$ cat config.mk
export PLATFORM = sky130hd
export DESIGN_NAME = mem_port_arbiter
export DESIGN_NICKNAME = d
export VERILOG_FILES = /design/src/rtl/mem_port_arbiter.sv
export SDC_FILE = /design/constraint.sdc
export NUM_CORES = 1
export LEC_CHECK = 0
export BUFFER_PORTS_ARGS = -buffer_cell sky130_fd_sc_hd__buf_2
export CORE_AREA = 2 2 217 219
export DETAILED_ROUTE_END_ITERATION = 12
export DIE_AREA = 0 0 219 221
export HOLD_SLACK_MARGIN = 0.02
export PLACE_DENSITY_LB_ADDON = 0.3
export REMOVE_ABC_BUFFERS = 1
export SLEW_MARGIN = 20
export SYNTH_ARGS = -nofsm -noshare
export SYNTH_HDL_FRONTEND = slang
export SYNTH_SLANG_ARGS = --single-unit
$ cat constraint.sdc
create_clock -name clk_i -period 2.55 [get_ports clk_i]
set_input_delay 0.1275 -clock clk_i [delete_from_list [all_inputs] [get_ports clk_i]]
set_output_delay 0.1275 -clock clk_i [all_outputs]
set_load 0.005 [all_outputs]
$ cat src/rtl/mem_port_arbiter.sv
// mem_port_arbiter
// Shares one cache-side memory port between NumReq requesters. The winner of
// each accepted handshake is captured in a registered output stage. Its id is
// the requester index concatenated with the requester's tid, so the response
// path can steer data back. An outstanding counter limits in-flight traffic.
// Build option: define MEM_ARB_FIXED_PRIO_EN for fixed priority (lowest index
// wins). By default arbitration is round-robin.
module mem_port_arbiter #(
   parameter int unsigned NumReq         = 3,
   parameter int unsigned AddrWidth      = 34,
   parameter int unsigned DataWidth      = 64,
   parameter int unsigned TidWidth       = 2,
   parameter int unsigned MaxOutstanding = 4,
   localparam int unsigned IdxW          = (NumReq > 2) ? $clog2(NumReq) : 1,
   localparam int unsigned IdW           = TidWidth + IdxW
) (
   input  logic                          clk_i,
   input  logic                          rst_ni,
   input  logic [NumReq-1:0]             req_valid_i,
   output logic [NumReq-1:0]             req_ready_o,
   input  logic [NumReq*AddrWidth-1:0]   req_addr_i,
   input  logic [NumReq-1:0]             req_we_i,
   input  logic [NumReq*DataWidth-1:0]   req_wdata_i,
   input  logic [NumReq*TidWidth-1:0]    req_tid_i,
   output logic                          mem_req_valid_o,
   input  logic                          mem_req_ready_i,
   output logic [AddrWidth-1:0]          mem_req_addr_o,
   output logic                          mem_req_we_o,
   output logic [DataWidth-1:0]          mem_req_wdata_o,
   output logic [IdW-1:0]                mem_req_id_o,
   input  logic                          mem_rsp_valid_i,
   input  logic [IdW-1:0]                mem_rsp_id_i,
   input  logic [DataWidth-1:0]          mem_rsp_data_i,
   output logic [NumReq-1:0]             rsp_valid_o,
   output logic [TidWidth-1:0]           rsp_tid_o,
   output logic [DataWidth-1:0]          rsp_data_o,
   output logic                          id_err_o
);

   localparam int unsigned CntW = $clog2(MaxOutstanding + 1);

   typedef enum logic {
      EMPTY,
      FULL
   } state_t;

   state_t               state_q;
   logic [AddrWidth-1:0] addr_q;
   logic                 we_q;
   logic [DataWidth-1:0] wdata_q;
   logic [IdW-1:0]       id_q;
   logic [CntW-1:0]      cnt_q;
   logic                 err_q;

   logic [IdxW-1:0]      win;
   logic                 win_any;
   logic                 load;
   logic                 hs;
   logic [IdxW-1:0]      rsp_idx;
   logic                 rsp_in_range;
   logic                 rsp_legal;

`ifdef MEM_ARB_FIXED_PRIO_EN
   // Fixed priority: the lowest-indexed valid requester wins.
   always_comb begin
      win     = '0;
      win_any = 1'b0;
      for (int unsigned i = 0; i < NumReq; i++) begin
         if (!win_any && req_valid_i[i]) begin
            win_any = 1'b1;
            win     = IdxW'(i);
         end
      end
   end
`else
   logic [IdxW-1:0] rr_q;

   // Round-robin: first valid requester found scanning upward from rr_q.
   always_comb begin
      int unsigned scan;
      scan    = 0;
      win     = '0;
      win_any = 1'b0;
      for (int unsigned i = 0; i < NumReq; i++) begin
         scan = (32'(rr_q) + i) % NumReq;
         if (!win_any && req_valid_i[scan]) begin
            win_any = 1'b1;
            win     = IdxW'(scan);
         end
      end
   end
`endif

   // Load when the stage is free or draining this cycle and the counter has room.
   assign load = ((state_q == EMPTY) || mem_req_ready_i)
               && (cnt_q < CntW'(MaxOutstanding))
               && win_any;
   assign hs   = (state_q == FULL) && mem_req_ready_i;

   // Single-hot accept strobe towards the winning requester.
   always_comb begin
      req_ready_o = '0;
      if (load) begin
         req_ready_o[win] = 1'b1;
      end
   end

   // Output stage FSM with registered request fields and arbitration pointer.
   always_ff @(posedge clk_i or negedge rst_ni) begin
      if (!rst_ni) begin
         state_q <= EMPTY;
         addr_q  <= '0;
         we_q    <= 1'b0;
         wdata_q <= '0;
         id_q    <= '0;
`ifndef MEM_ARB_FIXED_PRIO_EN
         rr_q    <= '0;
`endif
      end else begin
         if (load) begin
            state_q <= FULL;
            addr_q  <= req_addr_i[32'(win)*AddrWidth +: AddrWidth];
            we_q    <= req_we_i[win];
            wdata_q <= req_wdata_i[32'(win)*DataWidth +: DataWidth];
            id_q    <= {win, req_tid_i[32'(win)*TidWidth +: TidWidth]};
`ifndef MEM_ARB_FIXED_PRIO_EN
            rr_q    <= IdxW'((32'(win) + 1) % NumReq);
`endif
         end else if (hs) begin
            state_q <= EMPTY;
         end
      end
   end

   assign mem_req_valid_o = (state_q == FULL);
   assign mem_req_addr_o  = addr_q;
   assign mem_req_we_o    = we_q;
   assign mem_req_wdata_o = wdata_q;
   assign mem_req_id_o    = id_q;

   assign rsp_idx      = mem_rsp_id_i[IdW-1:TidWidth];
   assign rsp_in_range = (32'(rsp_idx) < NumReq);
   assign rsp_legal    = mem_rsp_valid_i && rsp_in_range && (cnt_q != '0);

   // Outstanding counter; a bad response never decrements and flags an error.
   always_ff @(posedge clk_i or negedge rst_ni) begin
      if (!rst_ni) begin
         cnt_q <= '0;
         err_q <= 1'b0;
      end else begin
         case ({hs, rsp_legal})
            2'b10:   cnt_q <= cnt_q + CntW'(1);
            2'b01:   cnt_q <= cnt_q - CntW'(1);
            default: cnt_q <= cnt_q;
         endcase
         if (mem_rsp_valid_i && !rsp_legal) begin
            err_q <= 1'b1;
         end
      end
   end

   assign id_err_o = err_q;

   // Zero-latency response steering by requester index.
   always_comb begin
      rsp_valid_o = '0;
      if (mem_rsp_valid_i && rsp_in_range) begin
         rsp_valid_o[rsp_idx] = 1'b1;
      end
   end

   assign rsp_tid_o  = mem_rsp_id_i[TidWidth-1:0];
   assign rsp_data_o = mem_rsp_data_i;

endmodule

; ---- After elaboration in Yosys (flattened, before gate mapping)
; Cells that the tools add are included.
[word_totals]
ff_bits = 110
inputBits = 378
output_inout_bits = 177
word_cells = 73
[classes]
n_addsub = 5
multipliers = 1
div = 4
order_cmp = 9
n_eq_ne = 2
n_shift = 3
muxes = 23
bitwise = 1
reduce_logical = 17
[ops]
columns = cell, count
row1 = 192-bit by 9-bit variable part select with 64-bit output, 1
row2 = 102-bit by 9-bit variable part select with 34-bit output, 1
row3 = 32-bit by 3-bit less-than comparator with 1-bit output (second input constant), 3
row4 = 32-bit by 2-bit modulo with 32-bit output (second input constant), 3
row5 = 2-bit by 2-bit modulo with 32-bit output (second input constant), 1
row6 = 1-bit 2-to-1 mux, 11
row7 = 1-bit logical AND, 10
row8 = 1-bit binary-select mux with 2-bit select, 4
row9 = 2-bit by 5-bit multiplier with 7-bit output (second input constant), 1
row10 = 2-bit by 1-bit adder with 3-bit output (second input constant), 2
row11 = 2-bit by 3-bit less-than comparator with 1-bit output (second input constant), 2
row12 = 2-bit 2-to-1 mux, 3
row13 = 3-bit 2-to-1 mux, 2
row14 = 3-bit one-hot mux with 2 select lines, 1
row15 = 6-bit by 4-bit variable part select with 2-bit output, 1
row16 = 1-bit demux with 2-bit select, 2
row17 = 2-bit by 1-bit greater-or-equal comparator with 1-bit output (second input constant), 2
row18 = 2-bit nonzero test, 2
row19 = 2-bit by 2-bit adder with 3-bit output (second input constant), 1
row20 = 3-bit by 1-bit adder with 3-bit output (second input constant), 1
row21 = 1-bit zero test, 3
row22 = 3-bit less-than comparator (second input constant), 1
row23 = 3-bit nonzero test, 1
row24 = 3-bit by 1-bit subtractor with 3-bit output (second input constant), 1
row25 = other kinds (5), 5

; ---- Depth between registers and ports, before layout
; Gate-level depths: netlist of run 1.
[logic_depth]
ltp_word = 15
ltp_mapped = 10
depth_no_buf = 8

; ---- Least setup slack after synthesis of run 1
; Ideal clock, no wire load.
[synth_path]
path_kind = register -> register
from = reg rr_q[0]
to = reg addr_q[24] (netlist: mem_req_addr_o[24])
setup_ns = 0.087
arrival_time_ns = 2.123
t_required_ns = 2.463
setup_slack_ns = 0.340
stages_incl_launch_ff = 10
n_path_buf = 2
synth_period_minus_slack_ns = 2.210
path_cell_list = dfrtp_1 inv_1 ha_1 mux2i_1 o22ai_2 o41ai_4 buf_4 buf_2 nand2_1 o211ai_1
[synth_via]
elab_chain_cells = 12
elab_cells_between_ends = 24
cone_classes = add/sub (2) / mul (1) / div (3) / shift (1) / mux (12) / reduce/logical (5)
[synth_lines]
columns = element, line
row1 = from (decl), 76  ; logic [IdxW-1:0] rr_q;
row2 = from (signal assigned), 127  ; rr_q <= IdxW'((32'(win) + 1) % NumReq);
row3 = "parallel branches: the longest is 12 deep, another holds 32-bit by 2-bit modulo with 32-bit output", n/a
row4 = to (signal assigned), 122  ; addr_q <= req_addr_i[32'(win)*AddrWidth +: AddrWidth];
row5 = to (decl), 48  ; logic [AddrWidth-1:0] addr_q;
; Several ways; the timed one is not identified. The select of a mux whose other input is x is not followed.
; A chain may end at the register's enable or synchronous reset.

; ---- Worst setup path after layout of run 1
[layout_path]
from = reg rr_q[0]
to = out req_ready_o[0]
[layout_via]
elab_chain_cells = 15
elab_cells_between_ends = 28
cone_classes = add/sub (2) / div (3) / order compare (2) / mux (15) / reduce/logical (6)
[layout_lines]
columns = element, line
row1 = "parallel branches: the longest is 14 deep, another holds 32-bit by 2-bit modulo with 32-bit output", n/a
row2 = 3-bit 2-to-1 mux *, 103  ; if (load) begin
row3 = to (decl), 20  ; output logic [NumReq-1:0] req_ready_o,
; Every way passes the cells marked *. The select of a mux whose other input is x is not followed.

==> results of run 1 <==
## worst min path at each step
stage	start	end	slack, ns	cells after the start
after floorplan	rst_ni	cnt_q[0]	-0.17	0
after global placement	rst_ni	mem_req_addr_o[20]	0.14	2
after detailed placement	rst_ni	mem_req_addr_o[20]	0.15	2
after CTS	req_wdata_i[60]	mem_req_wdata_o[60]	0.02	3
after global routing	req_addr_i[11]	mem_req_addr_o[11]	0.03	3
final	req_wdata_i[101]	mem_req_wdata_o[37]	0.06	3
## state kept, by name, summed over array words and instances (netlist names)
| signal | count |
|---|---|
| cnt_q | 3 |
| id_err_o | 1 |
| mem_req_addr_o | 34 |
| mem_req_id_o | 4 |
| mem_req_valid_o | 1 |
| mem_req_wdata_o | 64 |
| mem_req_we_o | 1 |
| rr_q | 2 |
## worst reg2reg max path, cell delays in order, from the launching register on
cell and delay (ns):
dfrtp_1 0.40, inv_2 0.07, ha_4 0.30, mux2i_4 0.24
o22ai_4 0.12, buf_4 0.15, o2bb2ai_4 0.19, buf_12 0.19
buf_4 0.19, mux2i_1 0.36, o211ai_1 0.13
## what timing repair did
action | 4_1_cts | 5_1_grt
endpoints found under the hold margin | 207 | 0
cloned | 3 | 1
setup buffers | 7 | 13
hold buffers | 136 | 0
resized for setup | 10 | 12
endpoints found under the setup margin | 3 | 41
pin swaps | 3 | 6
## cells by family (layout without fill, tap and decap cells)
logic type | count (synthesis) | after routing | share of synthesized area
DFF | 110 | 110 | 0.394
adders and majority gates | 6 | 6 | 0.0118
muxes | 104 | 104 | 0.151
xor gates and xnor gates | 3 | 3 | 0.00376
AOI/OAI and AO/OA | 123 | 123 | 0.158
buffers and inverters | 131 | 653 | 0.128
and+or+nand+nor | 235 | 235 | 0.154
## where the power goes
group | switching [W] | total [W] | internal (W)
Clock | 0.000724 | 0.00158 | 0.000856
Sequential | 0.000489 | 0.00315 | 0.00266
Combinational | 0.00460 | 0.00902 | 0.00442
## layout by cell type (no fill, tap or decap), types with 10 or more instances in the layout
| master | netlist | layout |
|---|---|---|
| o211ai_1 | 76 | 76 |
| o211ai_2 | 25 | 25 |
| clkbuf_16 | 0 | 10 |
| buf_4 | 73 | 57 |
| mux2i_1 | 103 | 102 |
| nand2_1 | 110 | 110 |
| buf_2 | 14 | 420 |
| buf_12 | 0 | 10 |
| dlygate4sd3_1 | 0 | 136 |
| nand3_1 | 102 | 101 |
| dfrtp_1 | 110 | 110 |
## per-layer routing
layer	vias to the layer above	GRT usage	routed length (um)
met4	4	0.0401	534
li1	3521	-	-
met2	461	0.212	15500
met3	42	0.0928	4730
met5	-	0.0323	187
met1	3681	0.166	14300
## stage by stage
stage,std cells,instance area [um^2],util,setup WS [ns],setup TNS [ns]
after global routing,1841,11600,0.251,-0.0426,-0.0881
after CTS,1827,11400,0.247,0.000300,0
after detailed placement,1666,9530,0.207,0.0350,0
after global placement,1666,9530,0.207,0.0738,0
final,1841,11600,0.251,0.0655,0
after floorplan,588,6120,-,-4.85,-507.22
## final cells by class
| type | instances | area [um^2] | share of cell area |
|---|---|---|---|
| Sequential cell | 110 | 2750 | 0.238 |
| Timing Repair Buffer | 631 | 4280 | 0.369 |
| Tap cell | 607 | 759 | 0.0656 |
| Clock inverter | 4 | 72.6 | 0.00627 |
| Inverter | 7 | 26.3 | 0.00227 |
| Multi-Input combinational cell | 471 | 3460 | 0.299 |
| Clock buffer | 11 | 233 | 0.0201 |
==> metrics.cfg, run 1 <==
[timing]
max_freq_mhz=402
post-route-period-util=0.974
setup_viol=0
slew_headroom=0.515
rsz0062_at_grt=yes
hold_violations=0
finalCriticalPeriod_ns=2.48
finClkSkew_ns=0.00997
timing.hold.ws_ns=0.0600
tightest_slew_ns=0.728
drv_slew=0

[placement]
place_hpwl_mm=25.9
gp_congestion=0.843
io_buffers=422

[setup_path]
reg2reg_to=mem_req_wdata_o[12]
crit_start=rr_q[0]
cp-endpoint=req_ready_o[0]
max_stage_delay_ns=0.43
ff2ff_setup_slack_ns=0.09
cp.depth=8
reg2reg_from=rr_q[0]
ff2ff_path_depth=10
cp-start-kind=register
worstSetupPathType=register to output pin
crit_arrival_ns=2.36
crit_family=simple AND/OR/NAND/NOR gates
required_ns=2.42
critical-path-slowest-cell=or3_4
path_max_fanout=4
end_kind=output pin
path_cells=inv_2 -> ha_4 -> mux2i_4 -> o22ai_4 -> or3_4 -> and3_4 -> and2_4 -> buf_6
worst-path-buf-inv=2

[clocking]
clkSinkCount=110
clk_latency_ns=0.39
numCtsBuffers=9
htreeDepth=3
clk_path_buf_depth=2
cts_tree=yes
root_buffer=clkbuf_16
path_clk_slew_ns=0.07

[final_layout]
final_layout_size_suffix_gt1_frac=0.452
nets=1614
antenna_cells=0
fillers=4990
area_growth_pct=65.6

[synthesis]
netlist_instances=712
netlist-cell-type-count=44
yosysWarnings=0
synth_enable_flop_cells=0
synth-async-reset-ratio=1.00
synth_seq_cells=110
avgSynthCellArea_um2=9.82
synth-main-ff-cell=dfrtp_1
synth_top_cell_by_area=dfrtp_1
syn_area_um2=6990
synthTopCellsByCount=dfrtp_1, nand2_1, mux2i_1, nand3_1, o211ai_1
seq_area_frac_synth=0.394
yosys.area.top_type_share=0.394
synth_area_leaders=dfrtp_1, mux2i_1, o211ai_1

[power]
peakVddDrop_mv=0.489
leakagePower_nw=5.53
power_density_nw_per_um2=1190
p_total_w=0.0137

[run]
drv_cap=0

[status]
status=complete, no violations

[drt]
first_iter_violations=411
ant_nets=0
num_vias=7709
wl_per_cell_um=19.1
dr.pass1.iters=7
viasPerCell=4.19
routed_wl_mm=35.2
drc_errors=0

[die]
ioPinCount=555
die_x_um=219
die_h_um=221
rows=79
initial_core_util=0.152
dieArea_um2=48400
coreArea_um2=46100

[grt]
grt_max_degree=60
grt_use_total=0.143
grt_pass1_wl_mm=50.3
antenna_found_initial=0
overflow=0
grt_pass1_vias=7949

[min_path]
worstHoldPathType=input pin to register

Note: power is estimated with default switching activity, not from simulation.
==> run 2, diff against run 1 <==
--- a/config.mk
+++ b/config.mk
@@ -6,11 +6,10 @@
 export NUM_CORES = 1
 export LEC_CHECK = 0
 export BUFFER_PORTS_ARGS = -buffer_cell sky130_fd_sc_hd__buf_2
-export CORE_AREA = 2 2 217 219
+export CORE_AREA = 10 10 207 209
 export DETAILED_ROUTE_END_ITERATION = 12
-export DIE_AREA = 0 0 219 221
+export DIE_AREA = 0 0 217 219
 export HOLD_SLACK_MARGIN = 0.02
-export PLACE_DENSITY_LB_ADDON = 0.3
 export REMOVE_ABC_BUFFERS = 1
 export SLEW_MARGIN = 20
 export SYNTH_ARGS = -nofsm -noshare
==> run 2 against run 1 <==
Worst setup slack lost 0.056 ns. Cell count shrank 7.0%. Critical path depth grew 2. Cell area shrank 3.9%. Highest routed layer unchanged. Register-to-register slack lost 0.05 ns. Die area shrank 1.8%. First-iteration DRC count grew 5.1%. Largest power group unchanged. Clock skew is essentially flat. Sequential cell count is the same. Critical path type unchanged. Clock-buffer cell count grew 1. Worst hold slack lost 0.011 ns.
==> metrics.cfg, run 2 (synthesis gave the netlist of run 1 again) <==
[status]
status=complete, no violations

[timing]
fin_ws_ns=0.00905
finClkSkew_ns=0.0101
post-route-period-util=0.996
setup_viol=0
finalCriticalPeriod_ns=2.54
tightest_slew_ns=0.471
rsz0062_at_grt=yes
max_freq_mhz=394
slew_headroom=0.686
hold_violations=0
drv_slew=0

[setup_path]
cp_common_cell=buf_4
crit_start=rr_q[0]
reg2reg_from=rr_q[0]
cp-start-kind=register
path_max_fanout=12
worstSetupPathType=register to output pin
crit_arrival_ns=2.41
path_cells=buf_4 -> ha_4 -> buf_4 -> buf_4 -> a21o_1 -> o2bb2ai_4 -> buf_12 -> buf_12 -> nor3b_4 -> buf_2
required_ns=2.42
max_stage_delay_ns=0.39
critical-path-slowest-cell=dfrtp_1
ff2ff_setup_slack_ns=0.04
reg2reg_to=mem_req_addr_o[17]
ff2ff_path_depth=11
end_kind=output pin

[clocking]
clk_latency_ns=0.37
path_clk_slew_ns=0.07
numCtsBuffers=9
htreeDepth=3
root_buffer=clkbuf_16
clk_path_buf_depth=2
clkSinkCount=110
cts_tree=yes

[power]
power_density_nw_per_um2=1250
peakVddDrop_mv=0.676
p_total_w=0.0139
leakagePower_nw=5.38

[drt]
num_vias=7508
ant_nets=0
dr.pass1.iters=6
drc_errors=0
met3_length_mm=4.52
first_iter_violations=432
wl_met2_mm=17.1
routed_wl_mm=38.1
viasPerCell=4.38
dr.max_layer_used=met5
wl_met1_mm=15.5
wl_per_cell_um=22.3

[final_layout]
nets=1573
layout_common_cells=buf_2, nand2_1, dfrtp_1, nand3_1, mux2i_1
area_growth_pct=59.1
largest_reg_flops=64
final_common_cell=buf_2
final_cell_count_no_fill=1713
final_layout_size_suffix_gt1_frac=0.471

[min_path]
min_to=mem_req_addr_o[12]
worstHoldPathType=input pin to register
min_path_cells=3
hp-start=req_addr_i[12]

[die]
die_h_um=219
initial_core_util=0.181
coreArea_um2=38600
die_x_um=217
ioPinCount=555
dieArea_um2=47500
rows=72

[run]
drv_cap=0

[placement]
gp_congestion=0.856
io_buffers=422
place_ws_ns=-0.0294
dp.cells=1572
place_hpwl_mm=28.3

[grt]
grt_pass1_wl_mm=53.4
grt_use_total=0.150
grt_max_degree=60
grt_pass1_vias=8391
overflow=0
antenna_found_initial=1

[run 2: cell count changes in the layout (fill, tap and decap cells not counted), sizes merged]
cell         change
clkinvlp         -1
diode            +1
clkbuf           +3
clkinv           +1
dlygate4sd3     -39
buf              -4
[run 2: where the power goes]
group	switching, W	internal (W)	total (W)
Sequential	0.000490	0.00266	0.00315
Clock	0.000688	0.000887	0.00158
Combinational	0.00474	0.00446	0.00920
Total	0.00592	0.00801	0.0139
[run 2: cell type report]
| type | count | area [um^2] |
|---|---|---|
| fill | 4078 | 27400 |
| timing repair buffer | 590 | 3930 |
| multi-input combinational | 471 | 3450 |
| sequential | 110 | 2750 |
| tap | 518 | 648 |
| clock buffer | 12 | 246 |
| clock inverter | 4 | 70.1 |
| inverter | 7 | 26.3 |
| antenna | 1 | 2.50 |
[run 2: stage by stage]
| step | utilization | area [um^2] | TNS (ns) | hold WS (ns) |
|---|---|---|---|---|
| final | 0.289 | 11100 | 0 | 0.0493 |
| after global routing | 0.288 | 11100 | -0.164 | 0.0344 |
| after CTS | 0.284 | 11000 | -0.00808 | 0.0212 |
| after detailed placement | 0.244 | 9410 | -0.0513 | 0.0394 |
| after global placement | 0.244 | 9410 | 0 | 0.0360 |
| after floorplan | - | 6120 | -507.22 | -0.168 |
[run 2: worst max-delay path by stage]
stage	endpoint	depth (start not counted)
CTS	req_ready_o[2]	9
detailed placement	req_ready_o[2]	9
global placement	req_ready_o[2]	9
floorplan	req_ready_o[2]	4
global route	req_ready_o[2]	10
finish	req_ready_o[2]	10
[run 2: routing by layer]
layer,global-route usage,vias to the layer above
li1,-,3442
met1,0.175,3583
met2,0.227,428
met3,0.0791,49
met4,0.0508,6
met5,0.0354,-
[run 2: critical path, delay by kind of cell (launching register included)]
| family | cells | cell delay (ns) |
|---|---|---|
| and+or+nand+nor | 1 | 0.20 |
| AOI/OAI and AO/OA | 2 | 0.34 |
| adders and majority gates | 1 | 0.17 |
| buffers and inverters | 6 | 0.92 |
| DFF | 1 | 0.39 |
[run 2: what timing repair did]
| item | CTS | global route |
|---|---|---|
| endpoints found under the setup margin | 4 | 34 |
| pin swaps | 7 | 4 |
| buffers inserted | 15 | 7 |
| hold endpoints to repair | 142 | 0 |
| cloned | 3 | 3 |
| hold buffers | 97 | 0 |
| resized for setup | 9 | 13 |
